[config.mk]
export PLATFORM = sky130hd
export DESIGN_NAME = alu_mul_seq
export DESIGN_NICKNAME = d
export VERILOG_FILES = /design/src/rtl/alu_mul_seq.sv
export SDC_FILE = /design/constraint.sdc
export NUM_CORES = 1
export LEC_CHECK = 0
export ABC_AREA = 1
export CAP_MARGIN = 5
export CORE_ASPECT_RATIO = 0.9
export CORE_MARGIN = 3
export CORE_UTILIZATION = 30
export CTS_CLUSTER_DIAMETER = 80
export DETAILED_ROUTE_END_ITERATION = 12
export PLACE_DENSITY = 0.64
export SYNTH_ARGS = -nofsm -noshare
export SYNTH_HDL_FRONTEND = slang
export SYNTH_SLANG_ARGS = --single-unit
[constraint.sdc]
create_clock -name clk -period 1.86 [get_ports clk]
set_clock_uncertainty 0.1 [all_clocks]
set_input_delay 0.372 -clock clk [delete_from_list [all_inputs] [get_ports clk]]
set_output_delay 0.372 -clock clk [all_outputs]
set_load 0.005 [all_outputs]
[src/rtl/alu_mul_seq.sv]
// alu_mul_seq: sequential unsigned 16x16->32 shift-add multiplier.
// It owns no adder. Every iteration it borrows the shared 16-bit ALU through
// a request/grant handshake and issues one ADD. The pipeline can withhold the
// grant at any time, and the multiplier then simply waits.
module alu_mul_seq (
    input  logic        clk,
    input  logic        rst_n,
    input  logic        start,
    input  logic [15:0] a,
    input  logic [15:0] b,
    output logic        busy,
    output logic        done,
    output logic [31:0] product,
    output logic        alu_req,
    input  logic        alu_gnt,
    output logic [2:0]  alu_op,
    output logic [15:0] alu_x,
    output logic [15:0] alu_y,
    input  logic [15:0] alu_out,
    input  logic        alu_carry_out
);

    localparam logic [1:0] ST_IDLE = 2'd0;
    localparam logic [1:0] ST_STEP = 2'd1;
    localparam logic [1:0] ST_DONE = 2'd2;

    localparam logic [2:0] ALU_OP_ADD  = 3'd2;
    localparam logic [2:0] ALU_OP_NONE = 3'd0;
    localparam logic [3:0] LAST_COUNT  = 4'd15;

    logic [1:0]  state_q,   state_d;
    logic [15:0] acc_hi_q,  acc_hi_d;
    logic [15:0] lo_q,      lo_d;
    logic [15:0] mcand_q,   mcand_d;
    logic [3:0]  count_q,   count_d;
    logic [31:0] product_q, product_d;
    logic        done_q,    done_d;
    logic        busy_q,    busy_d;

    // One shift-add step: the 17-bit ALU sum is shifted right by one.
    // Its bit 0 moves into the top of lo as the multiplier bits leave it.
    logic [15:0] step_acc_hi;
    logic [15:0] step_lo;

    // Drive the ALU request straight from the registered state. During a
    // stall the operands therefore stay stable.
    always_comb begin
        alu_req = (state_q == ST_STEP);
        alu_op  = alu_req ? ALU_OP_ADD : ALU_OP_NONE;
        alu_x   = alu_req ? acc_hi_q : 16'd0;
        alu_y   = (alu_req && lo_q[0]) ? mcand_q : 16'd0;
    end

    // Form the shifted accumulator and multiplier from the ALU result.
    always_comb begin
        step_acc_hi = {alu_carry_out, alu_out[15:1]};
        step_lo     = {alu_out[0], lo_q[15:1]};
    end

    // Next-state logic. The registers hold by default. A missing grant in
    // STEP therefore freezes the whole operation.
    always_comb begin
        state_d   = state_q;
        acc_hi_d  = acc_hi_q;
        lo_d      = lo_q;
        mcand_d   = mcand_q;
        count_d   = count_q;
        product_d = product_q;
        done_d    = 1'b0;
        case (state_q)
            ST_IDLE: begin
                if (start) begin
                    lo_d     = a;
                    mcand_d  = b;
                    acc_hi_d = 16'd0;
                    count_d  = 4'd0;
                    state_d  = ST_STEP;
                end
            end
            ST_STEP: begin
                if (alu_gnt) begin
                    acc_hi_d = step_acc_hi;
                    lo_d     = step_lo;
                    count_d  = count_q + 4'd1;
                    if (count_q == LAST_COUNT) begin
                        product_d = {step_acc_hi, step_lo};
                        done_d    = 1'b1;
                        state_d   = ST_DONE;
                    end
                end
            end
            ST_DONE: begin
                state_d = ST_IDLE;
            end
            default: begin
                state_d = ST_IDLE;
            end
        endcase
        busy_d = (state_d != ST_IDLE);
    end

    // State registers with a synchronous active-low reset. Reset also
    // clears the result, so product reads zero after an aborted multiply.
    always_ff @(posedge clk) begin
        if (!rst_n) begin
            state_q   <= ST_IDLE;
            acc_hi_q  <= 16'd0;
            lo_q      <= 16'd0;
            mcand_q   <= 16'd0;
            count_q   <= 4'd0;
            product_q <= 32'd0;
            done_q    <= 1'b0;
            busy_q    <= 1'b0;
        end else begin
            state_q   <= state_d;
            acc_hi_q  <= acc_hi_d;
            lo_q      <= lo_d;
            mcand_q   <= mcand_d;
            count_q   <= count_d;
            product_q <= product_d;
            done_q    <= done_d;
            busy_q    <= busy_d;
        end
    end

    // Status outputs come straight from flops, with no path from the ALU.
    always_comb begin
        busy    = busy_q;
        done    = done_q;
        product = product_q;
    end

endmodule

==> results by group <==
Critical path
  – Max FO, Critical Path: 3
  – Critical path required time: 1.39 ns
  – Kind of start point of the critical path: flip-flop
  – FF-to-FF End: product[6]$_SDFFE_PN0P_
  – RR Startpoint: count_q[0]$_SDFFE_PN0P_
  – Worst setup endpoint: alu_req
  – R2R Setup Slk: 0.29 ns
  – Slowest cell on crit path: clkdlybuf4s50_1
  – Crit path DAT: ~1.5 ns
  – CP max stage delay: 0.49 ns
  – Critical path type: reg2out
  – Cell Chain, Critical Path: inv_2, nor2_4, buf_4, clkdlybuf4s50_1
  – Worst r2r path cells: 6
  – Worst Setup End Kind: output pin
  – CP Launch Point: state_q[0]$_SDFF_PN0_

Drt
  – Via density: 4.58
  – Routed len/inst: 12.8 microns
  – 1st-pass router iterations: 4
  – DRC Markers: 0
  – Number of DRC markers in iteration 0: 235
  – Drt total wl: just over 10000 microns
  – Routed vias: 3635
  – ANT nets after route: 0

Global route
  – Largest net degree at the start of global routing: 63
  – Initial antenna violation count: 0
  – M1 GR Usage: 0.200
  – Met3 Usage GRT: 0.0396
  – Total grt overflow: 0
  – First-pass GRT wire length: 17100 microns
  – GRT busiest layer: met2
  – Overall Global Routing Usage: 0.153
  – Vias in the first global route: 3494
  – Routing usage on met2: 0.246

Clock network
  – Clk slew on worst S/H paths: 0.06 ns
  – Clock latency on the worst-skew pair: around 0.33 ns
  – CTS H-tree depth: 3
  – CTS max path bufs: 2
  – Root Driver: clkbuf_16
  – TritonCTS clock tree: done
  – Hold-fix buffers at CTS: 0
  – CTS buffer count: 9
  – Clock Sinks: 88

Synthesis
  – Mean Syn Cell Area: 7.38 sq um
  – Post-synth top area cell: dfxtp_1
  – Seq/Total Area, Yosys: 0.472
  – Area contributors post-synth: dfxtp_1 47%, o21ai_0 8.8%, nor2_1 8.7%, nand2_1 8.6%, nand3_1 4.7%
  – Post-synth top area share: 0.472
  – Cell Area, Synth: 0.00373 sq mm
  – Ys Warns: 0
  – Synth Instances: 506
  – FF+latch count, synth: 88
  – Yosys cell types: 23

STA
  – Hold Fails Final Rpt: 0
  – Minimum clock period: 1.98 ns
  – Setup TNS: -1.07 ns
  – Setup ws final: -0.116 ns
  – Final setup fails: 25
  – RSZ-0062 raised after global routing: yes
  – Slew Viols, Final: 0
  – Period utilization: 1.06
  – Max Clk Rate: 0.506 GHz

Floorplanning
  – Die area: 0.0138 sq mm
  – Starting Density: 0.308
  – Cell row count: 38
  – Die Span Y: 112 microns
  – Die X: around 120 microns
  – # IOs: between 100 and 150
  – Core area: 0.0121 sq mm

Placed design
  – Port bufs: between 100 and 150
  – HPWL after detailed placement: 6760 microns
  – GPL Wtd Cong: 0.755

Hold path
  – Hold depth: 2
  – Hold wc startpoint: mcand_q[7]$_SDFFE_PN0P_
  – Class of the worst hold path: reg2reg

Power and ir drop
  – Worst VDD drop: 0.000367 V
  – P per Cell Area: 835 mW/mm^2
  – Leak Pwr: between 2 and 2.5 nW
  – Pwr Total: between 0.004 and 0.005 W

Run status
  – Status: finished, violations left
  – Failing checks: setup timing

Layout
  – Ant diodes: 0
  – Area grow syn2layout: 49.2%
  – Nets: between 600 and 700
  – Share of layout cells above drive strength 1: 0.185
  – Most frequent cells in the layout: 87 x clkdlybuf4s50_1, 86 x dfxtp_1, 85 x nand2_1, 66 x o21ai_0, 65 x nor2_1
  – Most common cell after layout, fill and taps aside: clkdlybuf4s50_1

Job
  – Max-cap violations: 0
per-stage QoR:
stage                     hold slack [ns]  setup WS [ns]  std cells  instance area (sq um)  utilization
after floorplan                     0.330          0.379        507                   3740            -
after global placement              0.342         0.0399        761                   5070        0.418
after detailed placement            0.348        -0.0646        761                   5070        0.418
after CTS                           0.357         -0.197        790                   5530        0.456
after global routing                0.378         -0.202        793                   5570        0.459
final                               0.352         -0.116        793                   5570        0.459
sequential cells by signal, indices dropped and copies added (netlist names):
register and cells:
acc_hi_q 16, mcand_q 16, count_q 4, busy 1
lo_q 16, state_q 2, done 1, product 32
worst min-delay path by stage:
| stage | end | slack (ns) |
|---|---|---|
| final | mcand_q[7]$_SDFFE_PN0P_ | 0.35 |
| after global routing | product[13]$_SDFFE_PN0P_ | 0.38 |
| after CTS | mcand_q[7]$_SDFFE_PN0P_ | 0.36 |
| after detailed placement | mcand_q[7]$_SDFFE_PN0P_ | 0.35 |
| after global placement | product[8]$_SDFFE_PN0P_ | 0.34 |
| after floorplan | mcand_q[11]$_SDFFE_PN0P_ | 0.33 |
kinds of logic after synthesis:
kind of cell,share of synthesized area
other cells,0.00100
fa+ha+maj,0.00335
buf+inv,0.106
simple gates,0.239
compound gates,0.179
flops,0.472
synth_stat cells (all sizes together):
| master | instances |
|---|---|
| buf | 27 |
| nand3 | 36 |
| nand2 | 89 |
| inv | 37 |
| a22oi | 17 |
| ha | 1 |
| o21ai | 83 |
| dfxtp | 88 |
| nor2 | 90 |
| conb | 1 |
| a21oi | 21 |
| clkbuf | 14 |
| nor3 | 2 |
area by class of cell:
class / count / area [sq um]
flip-flops and latches: 88 / 1760
fillers: 1198 / 6550
clock buffers: 12 / 256
multi-input cells: 342 / 1690
clock inverters: 3 / 65.1
repair buffers: 151 / 1460
inverters: 37 / 139
well taps: 160 / 200
worst max-delay path, delay by kind of cell (launching register included):
kind                   cells  cell delay, ns
DFF                        1            0.35
buffers and inverters      3            0.69
and+or+nand+nor            1            0.13
timing repair:
action,in CTS,in global routing
gates cloned,1,0
resized for setup,112,39
setup buffers,13,3
hold endpoints to repair,0,0
endpoints found under the setup margin,34,34
pin swaps,4,1
power breakdown:
group	switching (W)	total (W)	internal, W
Clock	0.000700	0.00194	0.00124
Sequential	0.0000605	0.00205	0.00199
Combinational	0.000346	0.000658	0.000312
routing by layer:
| layer | wire [microns] | up-vias |
|---|---|---|
| li1 | - | 1878 |
| met1 | 4500 | 1661 |
| met2 | 4940 | 90 |
| met3 | 617 | 6 |
| met4 | 93 | 0 |
| met5 | 0 | - |
No activity file was read; power rests on OpenSTA's default activity.
